==> src/rtl/soc_mmio_pkg.sv <==
// Shared address-map constants and region decode for the MMIO fabric.
package soc_mmio_pkg;

    localparam logic [3:0] REG_DMEM_MAX = 4'h7;
    localparam logic [3:0] REG_ACCEL    = 4'h8;
    localparam logic [3:0] REG_LOCAL    = 4'h9;

    localparam logic [2:0] OFF_GPI    = 3'd0;
    localparam logic [2:0] OFF_GPO    = 3'd1;
    localparam logic [2:0] OFF_STATUS = 3'd2;
    localparam logic [2:0] OFF_MASK   = 3'd3;
    localparam logic [2:0] OFF_CNT    = 3'd4;

    localparam int BUS_ERR_BIT = 31;

    typedef enum logic [1:0] {
        SEL_DMEM,
        SEL_ACCEL,
        SEL_LOCAL,
        SEL_NONE
    } sel_e;

    function automatic sel_e decode_region(input logic [3:0] region);
        if (region <= REG_DMEM_MAX) begin
            return SEL_DMEM;
        end else if (region == REG_ACCEL) begin
            return SEL_ACCEL;
        end else if (region == REG_LOCAL) begin
            return SEL_LOCAL;
        end
        return SEL_NONE;
    endfunction

endpackage

==> src/rtl/sticky_edge_flag.sv <==
// Sticky status bit: set by an event (optionally its rising edge),
// cleared by clr; a set in the same cycle as a clear wins.
module sticky_edge_flag #(
    parameter bit EDGE_DET = 1'b1
) (
    input  logic clk,
    input  logic reset,
    input  logic evt,
    input  logic clr,
    output logic flag
);

    logic r_prev;
    logic r_flag;
    logic w_set;

    assign w_set = evt & ~(EDGE_DET & r_prev);
    assign flag  = r_flag;

    always_ff @(posedge clk or posedge reset) begin
        if (reset) begin
            r_prev <= 1'b0;
            r_flag <= 1'b0;
        end else begin
            r_prev <= evt;
            if (w_set) begin
                r_flag <= 1'b1;
            end else if (clr) begin
                r_flag <= 1'b0;
            end
        end
    end

endmodule

==> src/rtl/soc_mmio_fabric.sv <==
// MMIO interconnect: routes the core data port to dmem, accelerator
// slots and a local bank (GPI/GPO/status/mask/cycle counter), plus irq.
module soc_mmio_fabric
    import soc_mmio_pkg::*;
#(
    parameter int NUM_ACCEL   = 2,
    parameter int GPI_WIDTH   = 8,
    parameter int GPO_WIDTH   = 8,
    parameter int SYNC_STAGES = 2
) (
    input  logic                    clk,
    input  logic                    reset,
    input  logic [31:0]             addr,
    input  logic [31:0]             write_data,
    input  logic                    WE,
    output logic [31:0]             data_out,
    output logic                    dmem_we,
    input  logic [31:0]             dmem_rd,
    output logic [NUM_ACCEL-1:0]    accel_we,
    input  logic [32*NUM_ACCEL-1:0] accel_rd,
    input  logic [NUM_ACCEL-1:0]    accel_done,
    input  logic [GPI_WIDTH-1:0]    gpi,
    output logic [GPO_WIDTH-1:0]    gpo
    ,
    output logic                    irq
);

    sel_e                 w_sel;
    logic [3:0]           w_slot;
    logic [2:0]           w_off;
    logic                 w_slot_ok;
    logic                 w_wr_local;
    logic                 w_wr_gpo;
    logic                 w_wr_status;
    logic                 w_wr_mask;
    logic                 w_wr_cnt;
    logic                 w_err_evt;
    logic                 w_err_clr;
    logic                 w_err_flag;
    logic [NUM_ACCEL-1:0] w_done_clr;
    logic [NUM_ACCEL-1:0] w_done_flag;
    logic [31:0]          w_status;
    logic [31:0]          w_mask;
    logic [31:0]          w_local_rd;
    logic [31:0]          w_accel_rd;
    logic                 w_unused;

    logic [GPO_WIDTH-1:0] r_gpo;
    logic [NUM_ACCEL-1:0] r_mask_done;
    logic                 r_mask_err;
    logic [31:0]          r_cnt;
    logic                 r_irq;
    logic [GPI_WIDTH-1:0] r_sync [SYNC_STAGES];

    assign w_sel     = decode_region(addr[11:8]);
    assign w_slot    = addr[7:4];
    assign w_off     = addr[4:2];
    assign w_slot_ok = {1'b0, w_slot} < 5'(NUM_ACCEL);
    assign w_unused  = ^{addr[31:12], addr[1:0], write_data};

    assign w_wr_local  = WE & (w_sel == SEL_LOCAL);
    assign w_wr_gpo    = w_wr_local & (w_off == OFF_GPO);
    assign w_wr_status = w_wr_local & (w_off == OFF_STATUS);
    assign w_wr_mask   = w_wr_local & (w_off == OFF_MASK);
    assign w_wr_cnt    = w_wr_local & (w_off == OFF_CNT);

    assign w_done_clr = {NUM_ACCEL{w_wr_status}} & write_data[NUM_ACCEL-1:0];
    assign w_err_clr  = w_wr_status & write_data[BUS_ERR_BIT];
    assign w_err_evt  = WE & ((w_sel == SEL_NONE) |
                              ((w_sel == SEL_ACCEL) & ~w_slot_ok));

    assign dmem_we = WE & (w_sel == SEL_DMEM);

    always_comb begin
        accel_we = '0;
        for (int i = 0; i < NUM_ACCEL; i++) begin
            accel_we[i] = WE & (w_sel == SEL_ACCEL) & (w_slot == 4'(i));
        end
    end

    genvar g;
    for (g = 0; g < NUM_ACCEL; g++) begin : g_done
        sticky_edge_flag #(
            .EDGE_DET (1'b1)
        ) u_done (
            .clk   (clk),
            .reset (reset),
            .evt   (accel_done[g]),
            .clr   (w_done_clr[g]),
            .flag  (w_done_flag[g])
        );
    end

    // Errors are level events: every faulting write re-arms the flag.
    sticky_edge_flag #(
        .EDGE_DET (1'b0)
    ) u_bus_err (
        .clk   (clk),
        .reset (reset),
        .evt   (w_err_evt),
        .clr   (w_err_clr),
        .flag  (w_err_flag)
    );

    always_ff @(posedge clk or posedge reset) begin
        if (reset) begin
            r_gpo       <= '0;
            r_mask_done <= '0;
            r_mask_err  <= 1'b0;
            r_cnt       <= '0;
            r_irq       <= 1'b0;
        end else begin
            if (w_wr_gpo) begin
                r_gpo <= write_data[GPO_WIDTH-1:0];
            end
            if (w_wr_mask) begin
                r_mask_done <= write_data[NUM_ACCEL-1:0];
                r_mask_err  <= write_data[BUS_ERR_BIT];
            end
            r_cnt <= w_wr_cnt ? 32'd0 : r_cnt + 32'd1;
            r_irq <= (|(w_done_flag & r_mask_done)) | (w_err_flag & r_mask_err);
        end
    end

    always_ff @(posedge clk or posedge reset) begin
        if (reset) begin
            for (int i = 0; i < SYNC_STAGES; i++) begin
                r_sync[i] <= '0;
            end
        end else begin
            r_sync[0] <= gpi;
            for (int i = 1; i < SYNC_STAGES; i++) begin
                r_sync[i] <= r_sync[i-1];
            end
        end
    end

    always_comb begin
        w_status                      = '0;
        w_status[NUM_ACCEL-1:0]       = w_done_flag;
        w_status[BUS_ERR_BIT]         = w_err_flag;
        w_mask                        = '0;
        w_mask[NUM_ACCEL-1:0]         = r_mask_done;
        w_mask[BUS_ERR_BIT]           = r_mask_err;
    end

    always_comb begin
        w_local_rd = '0;
        case (w_off)
            OFF_GPI:    w_local_rd = 32'(r_sync[SYNC_STAGES-1]);
            OFF_GPO:    w_local_rd = 32'(r_gpo);
            OFF_STATUS: w_local_rd = w_status;
            OFF_MASK:   w_local_rd = w_mask;
            OFF_CNT:    w_local_rd = r_cnt;
            default:    w_local_rd = '0;
        endcase
    end

    always_comb begin
        w_accel_rd = '0;
        for (int i = 0; i < NUM_ACCEL; i++) begin
            if (w_slot == 4'(i)) begin
                w_accel_rd = accel_rd[32*i +: 32];
            end
        end
    end

    always_comb begin
        data_out = '0;
        unique case (w_sel)
            SEL_DMEM:  data_out = dmem_rd;
            SEL_ACCEL: data_out = w_slot_ok ? w_accel_rd : 32'd0;
            SEL_LOCAL: data_out = w_local_rd;
            SEL_NONE:  data_out = '0;
            default:   data_out = '0;
        endcase
    end

    assign gpo = r_gpo;
    assign irq = r_irq;

endmodule

==> config.mk <==
export PLATFORM = sky130hd
export DESIGN_NAME = soc_mmio_fabric
export DESIGN_NICKNAME = d
export VERILOG_FILES = /design/src/rtl/soc_mmio_pkg.sv /design/src/rtl/sticky_edge_flag.sv /design/src/rtl/soc_mmio_fabric.sv
export SDC_FILE = /design/constraint.sdc
export NUM_CORES = 1
export LEC_CHECK = 0
export CORE_MARGIN = 2
export CORE_UTILIZATION = 35
export CTS_CLUSTER_SIZE = 8
export DETAILED_ROUTE_END_ITERATION = 10
export PLACE_DENSITY_LB_ADDON = 0.25
export SETUP_SLACK_MARGIN = 0.2
export SLEW_MARGIN = 20
export SYNTH_ARGS = -nofsm -noshare
export SYNTH_HDL_FRONTEND = slang
export SYNTH_HIERARCHICAL = 1
export SYNTH_SLANG_ARGS = --single-unit
==> constraint.sdc <==
create_clock -name clk -period 2.4 [get_ports clk]
set_input_delay 0.36 -clock clk [delete_from_list [all_inputs] [get_ports clk]]
set_output_delay 0.36 -clock clk [all_outputs]
set_load 0.05 [all_outputs]
==> impl_metrics.ini <==
[sta]
final_max_slew_viol_count = 0
period_share_pct = 98.4
post-route-min-period_ns = 2.36
fmax_mhz = 423
worstMarginPinSlew_ns = 0.534
setup_viol_count_final = 0
rsz0062_at_grt = yes
worst_hold_slack_ns = 0.257
finalClockSkew_ns = 0.0113
finalHoldViolations = 0
timing.slew.headroom_pct = 64.3

[critical_path]
worstReg2RegEnd = r_cnt[26]
criticalPathCategory = primary input to output port
path_delay_family = simple AND/OR/NAND/NOR gates
cpPeakStageDelay_ns = 0.61
ff2ff_setup_slack_ns = 0.27
crit_fanout = 6
startpoint_type = primary input
crit_top_cell = buf_6
path_cells = buf_6, or3_4, or4b_4, buf_6, nor3b_4, buf_12
reg2reg_depth = 5
cpMaxStageDelayCell = or4b_4
crit_required_ns = 2.04
cp_num_buf_inv = 3
cp.arrival_ns = 2.00
endpoint_kind = output port
critical_path.reg2reg.startpoint = r_cnt[10]

[clocking]
path_clk_slew_ns = 0.08
clk_latency_ns = 0.36
cts_sinks = 65
cts_tree = done
numCtsBuffers = 9
cts-root-buf = clkbuf_8
cts_buffer_depth = 2
cts_max_level = 3

[synthesis]
synth_nets = 576
yosysWarnings = 6
yosysTopAreaCell = dfrtp_1
seq_area_frac_synth_pct = 42.4
synth-seq-cells = 65
ys_types = 49
synth_top_area_share_pct = 42.4
syn_area_per_cell_um2 = 9.55
syn_inst = 402
synthTopCellsByArea = dfrtp_1, mux2i_1, a22oi_1
netlist_area_mm2 = 0.00384

[drt]
num_vias = 3933
route.detailed.drc = 0
wirelength_um = 13300
dr.pass1.iters = 4
drt_iter0_drc = 166
vias_per_cell = 5.31
final_antenna_net_count = 0
routedWlPerCell_um = 17.9

[global_routing]
first_global_vias = 4015
grt_max_degree = 61
grtUsageTotal_pct = 22.9
grt_pass1_wl_um = 20800
antenna_found_initial = 0
grt_overflow = 0

[floorplan]
die_y_um = 109
die_area_mm2 = 0.0118
initial_core_util_pct = 35.6
die_w_um = 109
rows = 38
pin_count = 217
core_mm2 = 0.0108

[place]
gp_congestion = 0.802
dp_hpwl_um = 9990
numPortBuffers = 171

[layout]
diodes = 0
nNetsFinal = 769
syn_to_final_growth_pct = 83.1
layout-drive-gt1-share_pct = 27.8
fin_util_pct = 65.1

[worst_hold_path]
hold_class = primary input to async pin

[power]
p_per_area_mw_per_mm2 = 498
peakVddDrop_mv = 0.304
power.leakage_nw = 2.84
power_mw = 3.50

[run_status]
status = finished clean

[run]
drv_cap = 0
layer usage:
| metal | GRT usage [%] | vias to the layer above | share of wire, % |
|---|---|---|---|
| li1 | - | 1887 | - |
| met1 | 27.2 | 1881 | 39 |
| met2 | 40.3 | 147 | 50 |
| met3 | 6.63 | 18 | 8.9 |
| met4 | 6.59 | 0 | 1.8 |
| met5 | 0 | - | 0 |
power breakdown:
part | switching (mW) | internal, mW
clock | 0.477 | 0.488
sequential | 0.173 | 1.24
combinational | 0.540 | 0.581
total | 1.19 | 2.31
flip-flops by register name, summed over array words and instances (netlist names):
name and cells:
g_done.u_done/flag 2, gpo 8, g_done.u_done/r_prev 2, u_bus_err/flag 1, r_cnt 32, r_mask_done 2
irq 1, r_mask_err 1, r_sync 16
cell families after synthesis:
family	Yosys count	share of synthesized area, %
AOI/OAI and AO/OA	113	19.1
xor gates and xnor gates	10	2.28
adders and majority gates	1	0.326
buffers and inverters	47	5.38
DFF	65	42.4
muxes	54	14.4
and+or+nand+nor	112	16.1
placed cells by master, fill, tap and decap left out, types with 3 or more instances in the layout:
cell type,n
nor4_1,3
o21a_1,3
or3_1,11
a21oi_1,26
mux2i_1,43
xor2_1,4
buf_12,40
o31ai_1,11
mux2_2,11
nand2b_1,3
inv_1,17
o21ai_4,24
dlygate4sd2_1,5
buf_2,3
nand2_1,21
clkbuf_8,9
o221ai_4,6
nor2_1,19
nor3_1,5
clkdlybuf4s50_1,127
and2_1,4
o21ai_0,7
xnor2_1,6
or4_1,12
nand3_1,10
a22oi_1,15
dfrtp_1,64
nand4_1,4
a22oi_2,9
clkinv_4,3
buf_4,30
cell usage after synthesis, drive strengths merged:
master	number
dfrtp	65
mux2i	43
o21ai	31
a21oi	26
a22oi	24
nand2	22
clkbuf	21
nor2	20
inv	18
or4	14
or3	12
mux2	11
nand3	11
o31ai	11
buf	8
and2	6
o221ai	6
xnor2	6
nor3	5
nand4	4
o22ai	4
xor2	4
and3	3
nand2b	3
nor2b	3
nor4	3
o21a	3
a221o	2
a2bb2oi	2
nor3b	2
a21o	1
a222oi	1
and4	1
ha	1
nor4bb	1
o2bb2ai	1
o31a	1
or2	1
or4b	1
repair_timing:
action	4_1_cts	5_1_grt
setup buffers	3	2
setup endpoints to repair	34	48
gates resized for setup	33	11
cloned	2	0
hold buffers	0	0
pin swaps	5	3
worst max-delay path by stage:
stage                        from  cells after the start           to  slack [ns]
after CTS                 addr[6]                      6  accel_we[0]       -0.05
after floorplan           addr[7]                      5  accel_we[0]       0.003
after global routing      addr[6]                      7  accel_we[1]       0.006
after detailed placement  addr[7]                      7  accel_we[1]       -0.28
after global placement    addr[7]                      7  accel_we[1]       -0.27
final                     addr[6]                      6  accel_we[0]        0.04
metrics by stage:
stage                     setup slack [ns]  setup TNS (ns)  instances  instance area, um^2
after global placement              -0.269           -7.38        717                 6610
after detailed placement            -0.278           -7.43        717                 6610
after floorplan                    0.00335               0        402                 4240
after global routing               0.00552               0        740                 7030
final                               0.0380               0        740                 7030
after CTS                          -0.0456         -0.0771        738                 6970
worst register-to-register path, stage by stage (launching register included):
cell	delay, ns
dfrtp_1	0.44
nand4_1	0.19
buf_4	0.19
or4_4	0.54
or4_1	0.53
a21oi_1	0.18
cell type report:
cell class                 instances  area, um^2
sequential                        65        1630
clock inverter                     7        80.1
multi-input combinational        290        2490
fill                             840        3760
inverter                          18        67.6
clock buffer                       9         124
tap                              140         175
timing repair buffer             211        2470
Power figures use the tool's default switching activity.
